===== src/rtl/psum_drain.sv =====
// Column drain for a systolic array: resolves carry-save partial sums, accumulates tiles
// per output element, requantises to saturated int8 and buffers results in a small FIFO.
module psum_drain #(
    parameter int SIZE  = 4,
    parameter int BUSW  = $clog2(SIZE) + 16,
    parameter int DEPTH = 4,
    parameter int SHIFT = 0
) (
    input  logic                   clk,
    input  logic                   rst_n,
    input  logic                   in_valid,
    output logic                   in_ready,
    input  logic signed [BUSW-1:0] psum0,
    input  logic signed [BUSW-1:0] psum1,
    input  logic                   in_last,
    output logic                   out_valid,
    input  logic                   out_ready,
    output logic signed [7:0]      out_data,
    output logic                   sat_flag
);

    localparam int ACCW = BUSW + 4;
    localparam int PW   = $clog2(DEPTH);
    localparam int OW   = PW + 2;

    localparam logic signed [ACCW-1:0] SAT_HI = ACCW'(127);
    localparam logic signed [ACCW-1:0] SAT_LO = ACCW'(-128);
    localparam logic [OW-1:0]          OCC_MAX = OW'(DEPTH);

    logic                   accept;

    // Stage 1: carry-save resolution
    logic                   s1_valid;
    logic                   s1_last;
    logic signed [BUSW-1:0] s1_sum;

    // Stage 2: accumulation and requantisation
    logic signed [ACCW-1:0] acc;
    logic signed [ACCW-1:0] total;
    logic signed [ACCW-1:0] shifted;
    logic signed [7:0]      sat_val;
    logic                   clip;
    logic                   s2_push;
    logic signed [7:0]      s2_data;

    // Output FIFO
    logic signed [7:0]      mem [DEPTH];
    logic [PW-1:0]          wr_ptr;
    logic [PW-1:0]          rd_ptr;
    logic [PW:0]            count;
    logic                   pop;
    logic [OW-1:0]          occ;

    // Every last beat already past the input counts against FIFO space, so a
    // full FIFO plus a full pipeline can never overflow.
    assign occ      = OW'(count) + OW'(s1_valid && s1_last) + OW'(s2_push);
    assign in_ready = (occ < OCC_MAX);
    assign accept   = in_valid && in_ready;

    assign out_valid = (count != '0);
    assign out_data  = out_valid ? mem[rd_ptr] : '0;
    assign pop       = out_valid && out_ready;

    // NOTE: every signal assigned here gets a value on every path, so no latch is inferred.
    always_comb begin
        total   = acc + {{(ACCW-BUSW){s1_sum[BUSW-1]}}, s1_sum};
        shifted = total >>> SHIFT;
        clip    = 1'b0;
        sat_val = shifted[7:0];
        if (shifted > SAT_HI) begin
            sat_val = 8'sd127;
            clip    = 1'b1;
        end else if (shifted < SAT_LO) begin
            sat_val = -8'sd128;
            clip    = 1'b1;
        end
    end

    // NOTE: sequential state uses non-blocking assignments so all registers update together.
    always_ff @(posedge clk or negedge rst_n) begin
        if (!rst_n) begin
            s1_valid <= 1'b0;
            s1_last  <= 1'b0;
            s1_sum   <= '0;
        end else begin
            s1_valid <= accept;
            if (accept) begin
                s1_sum  <= psum0 + psum1;
                s1_last <= in_last;
            end
        end
    end

    always_ff @(posedge clk or negedge rst_n) begin
        if (!rst_n) begin
            acc      <= '0;
            s2_push  <= 1'b0;
            s2_data  <= '0;
            sat_flag <= 1'b0;
        end else begin
            s2_push <= 1'b0;
            if (s1_valid) begin
                if (s1_last) begin
                    s2_push <= 1'b1;
                    s2_data <= sat_val;
                    acc     <= '0;
                    if (clip) begin
                        sat_flag <= 1'b1;
                    end
                end else begin
                    acc <= total;
                end
            end
        end
    end

    always_ff @(posedge clk or negedge rst_n) begin
        if (!rst_n) begin
            wr_ptr <= '0;
            rd_ptr <= '0;
            count  <= '0;
        end else begin
            if (s2_push) begin
                wr_ptr <= wr_ptr + 1'b1;
            end
            if (pop) begin
                rd_ptr <= rd_ptr + 1'b1;
            end
            case ({s2_push, pop})
                2'b10:   count <= count + 1'b1;
                2'b01:   count <= count - 1'b1;
                default: count <= count;
            endcase
        end
    end

    // NOTE: storage is deliberately not reset; out_valid gates it, so stale contents are never seen.
    always_ff @(posedge clk) begin
        if (s2_push) begin
            mem[wr_ptr] <= s2_data;
        end
    end

endmodule


===== config.mk =====
export PLATFORM = sky130hd
export DESIGN_NAME = psum_drain
export DESIGN_NICKNAME = d
export VERILOG_FILES = /design/src/rtl/psum_drain.sv
export SDC_FILE = /design/constraint.sdc
export NUM_CORES = 1
export LEC_CHECK = 0
export ABC_CLOCK_PERIOD_IN_PS = 3950
export CAP_MARGIN = 10
export CORE_MARGIN = 3
export CORE_UTILIZATION = 59
export DETAILED_ROUTE_END_ITERATION = 10
export MAX_ROUTING_LAYER = met4
export PLACE_DENSITY = 0.86
export SYNTH_ARGS = -nofsm -noshare
export SYNTH_HDL_FRONTEND = slang
export SYNTH_SLANG_ARGS = --single-unit
export TNS_END_PERCENT = 100

===== constraint.sdc =====
create_clock -name clk -period 3.95 [get_ports clk]
set_input_delay 0.79 -clock clk [delete_from_list [all_inputs] [get_ports clk]]
set_output_delay 0.79 -clock clk [all_outputs]
set_load 0.03 [all_outputs]

==> reports/results.tsv <==
metric	value	unit
most instantiated flip-flop cell in the synthesis netlist	sky130_fd_sc_hd__dfrtp_1	
PD cells	820.4	nW/um2
Root Buffer Master	sky130_fd_sc_hd__clkbuf_8	
number of inserted diodes	0	
number of gates resized after CTS	0	
clock network latency to the later pin of the worst-skew pair	0.37	ns
post-synthesis cell count	629	
number of different library cells in the post-synthesis netlist	73	
most used cells in the layout excluding fill and tap cells	sky130_fd_sc_hd__dfrtp_1 (59), sky130_fd_sc_hd__inv_1 (51), sky130_fd_sc_hd__clkdlybuf4s50_1 (50)	
transition time at the pin with the least slew margin	0.9904	ns
total track usage	0.2559	
Post-Synthesis Cell Area	6152	um2
top-area cell type share of the netlist area	0.2400	
Avg Vias per Cell	6.169	
static leakage	2.933	nW
area enclosed by the die boundary	11690	um2
final RePlAce weighted congestion	0.9358	
number of core rows	36	
Die Wd	108.1	um
required time worst endpoint	4.19	ns
unrepaired setup endpoints after global routing	false	
number of warnings reported in the yosys synthesis log	0	
CTS hold repair buffers	0	
Critical Path Source	s1_sum[14]$_DFFE_PN0P_	
capturing element of the worst setup path	s2_data[0]$_DFFE_PN0P_	
number of synthesized flops with an enable pin	32	
Min-Delay Path Class	reg -> reg	
total number of vias	5003	
placeable core region	9955	um2
Synth area leader	sky130_fd_sc_hd__dfrtp_1	
final worst path period need	3.485	ns
area added between synthesis and finish	13.10	%
wire length per cell after detailed routing	17.04	um
Port Buffers	51	
first drt pass iteration count	5	
startpoint of the most critical register-to-register path	s1_sum[14]$_DFFE_PN0P_	
HPWL reported at the end of detailed placement	10580	um
number of cells traversed by the worst register-to-register path	9	
drt drc	0	
count of antenna-violating nets left after detailed routing	0	
number of sinks driven by the clock tree	91	
number of CTS-inserted buffers	9	
Setup CP Type	reg -> reg	
Post-Syn Area per Cell	9.781	um2
total of endpoints with negative setup slack in the final report	0	
tightest hold margin	0.4963	ns
share of post-route cells with drive strength above 1	0.08112	
critical path startpoint category	register	
number of levels in the clock H-tree	3	
result of the run	completed	
die height	108.1	um
Fin. Hold Viols	0	
flop2flop setup slack	0.46	ns
clk slew on worst S/H paths	0.09	ns
arrival time of the worst setup path	3.72	ns
max-slew violation count	0	
number of buffers on the longest clock path	2	
number of buffers added for setup after CTS	0	
Initial Util	0.6180	
Setup TNS Final	0	ns
Area contributors post-synth	sky130_fd_sc_hd__dfrtp_1 (24%), sky130_fd_sc_hd__edfxtp_1 (16%), sky130_fd_sc_hd__ha_1 (8.9%), sky130_fd_sc_hd__o21ai_0 (3.8%), sky130_fd_sc_hd__inv_1 (3.1%)	
sequential area share after synthesis	0.3962	
Worst Clk Skew	0.01303	ns
maximum number of pins on one net before global-route repair	44	
Maximum Capacitance Violations	0	
highest fanout seen on the critical path	11	
number of antenna violations at the first check in global routing	0	
type of destination of the critical path	register	
commonest non-fill, non-tap cell in the layout	sky130_fd_sc_hd__dfrtp_1	
grt ovf	0	
NumNets Final	761	
via count of the first global-routing pass	4896	
wire length of the first global-routing pass	23020	um
Rel. slew slack	0.3397	
Iter 0 DRT Violations	318	
number of synthesized register bits	91	
portion of the clock cycle consumed by the worst path in the final layout	0.8824	
post-synth net total	717	
maximum clock frequency	286.9	MHz
endpoint of the most critical register-to-register path	s2_data[0]$_DFFE_PN0P_	
TritonCTS clock tree	done	
worst voltage drop across the vdd grid	0.3652	mV
FFs w/ async S/R, synth	0.6484	
total detailed-routing wirelength	13820	um
count of boundary I/O pins	52	
-- registers in the layout, summed over array words and instances, names as in the netlist --
| signal | cells |
|---|---|
| acc | 22 |
| rd_ptr | 2 |
| s2_data | 8 |
| count | 3 |
| wr_ptr | 2 |
| mem | 32 |
| s1_valid | 1 |
| s2_push | 1 |
| sat_flag | 1 |
| s1_last | 1 |
| s1_sum | 18 |
-- cells in the mapped netlist (7+ instances only) --
| cell | n |
|---|---|
| sky130_fd_sc_hd__a21o_1 | 21 |
| sky130_fd_sc_hd__a21oi_1 | 23 |
| sky130_fd_sc_hd__and2_1 | 21 |
| sky130_fd_sc_hd__clkbuf_1 | 18 |
| sky130_fd_sc_hd__dfrtp_1 | 59 |
| sky130_fd_sc_hd__edfxtp_1 | 32 |
| sky130_fd_sc_hd__ha_1 | 44 |
| sky130_fd_sc_hd__inv_1 | 51 |
| sky130_fd_sc_hd__mux4_2 | 8 |
| sky130_fd_sc_hd__nand2_1 | 48 |
| sky130_fd_sc_hd__nand3_1 | 13 |
| sky130_fd_sc_hd__nand4_1 | 12 |
| sky130_fd_sc_hd__nor2_1 | 32 |
| sky130_fd_sc_hd__nor3_1 | 19 |
| sky130_fd_sc_hd__o211ai_1 | 10 |
| sky130_fd_sc_hd__o21ai_0 | 47 |
| sky130_fd_sc_hd__o22ai_1 | 20 |
| sky130_fd_sc_hd__o31ai_1 | 9 |
| sky130_fd_sc_hd__or3_1 | 7 |
| sky130_fd_sc_hd__xnor2_1 | 13 |
| sky130_fd_sc_hd__xor2_1 | 17 |
-- power breakdown --
group	internal [mW]	switching, mW	total, mW
sequential	1.30	0.277	1.57
clock	0.243	0.358	0.601
combinational	1.40	2.14	3.53
total	2.94	2.77	5.71
-- stage by stage --
step | cells | utilization | setup WS (ns) | instance area [um2] | power, mW
3_3_place_gp | 795 | 0.6804 | 0.3663 | 6773 | 4.902
2_1_floorplan | 629 | - | 0.9674 | 6152 | 4.153
6_report | 811 | 0.6990 | 0.4645 | 6958 | 5.708
4_1_cts | 811 | 0.6990 | 0.5576 | 6958 | 5.672
3_5_place_dp | 795 | 0.6804 | 0.2060 | 6773 | 5.063
5_1_grt | 811 | 0.6990 | 0.2205 | 6958 | 6.128
-- layer usage --
layer | vias up | routed length [um] | track usage
met3 | 23 | 600 | 0.03104
li1 | 2408 | - | -
met4 | 0 | 249 | 0.08747
met1 | 2408 | 5883 | 0.3095
met2 | 164 | 7088 | 0.4454
met5 | - | 0 | -
-- area by class of cell --
type,count,area [um2]
Multi-Input combinational cell,463,3427
Sequential cell,91,2437
Fill cell,754,2997
Timing Repair Buffer,57,550.5
Clock buffer,10,127.6
Tap cell,133,166.4
Clock inverter,6,57.56
Inverter,51,191.4
-- worst min path at each step --
stage	start	end	slack (ns)	cells after the start
after floorplan	s1_sum[4]$_DFFE_PN0P_	s1_sum[4]$_DFFE_PN0P_	0.45	2
after global placement	s1_sum[10]$_DFFE_PN0P_	s1_sum[10]$_DFFE_PN0P_	0.47	2
after detailed placement	s1_sum[4]$_DFFE_PN0P_	s1_sum[4]$_DFFE_PN0P_	0.48	2
after CTS	s1_sum[4]$_DFFE_PN0P_	s1_sum[4]$_DFFE_PN0P_	0.50	2
after global routing	s1_sum[4]$_DFFE_PN0P_	s1_sum[4]$_DFFE_PN0P_	0.53	2
final	s1_sum[11]$_DFFE_PN0P_	s1_sum[11]$_DFFE_PN0P_	0.50	2
-- critical path, cell delays in order, from the launching register on --
cell and delay, ns:
sky130_fd_sc_hd__dfrtp_1 0.41, sky130_fd_sc_hd__ha_1 0.40, sky130_fd_sc_hd__a21o_1 0.21, sky130_fd_sc_hd__a21o_1 0.22, sky130_fd_sc_hd__a2111oi_0 0.60, sky130_fd_sc_hd__o311ai_0 0.29
sky130_fd_sc_hd__o211ai_1 0.48, sky130_fd_sc_hd__nand2_1 0.20, sky130_fd_sc_hd__nor4_4 0.39, sky130_fd_sc_hd__o211ai_1 0.17
-- cell families after synthesis --
logic type,Yosys count,share of synthesized area
buffers and inverters,75,0.04677
AND/OR/NAND/NOR,188,0.1662
multiplexers,11,0.03457
XOR/XNOR,31,0.04535
flip-flops,91,0.3962
AO/OA/AOI/OAI,186,0.2117
adder cells (fa/ha/maj),47,0.09925
Power figures use the tool's default switching activity.
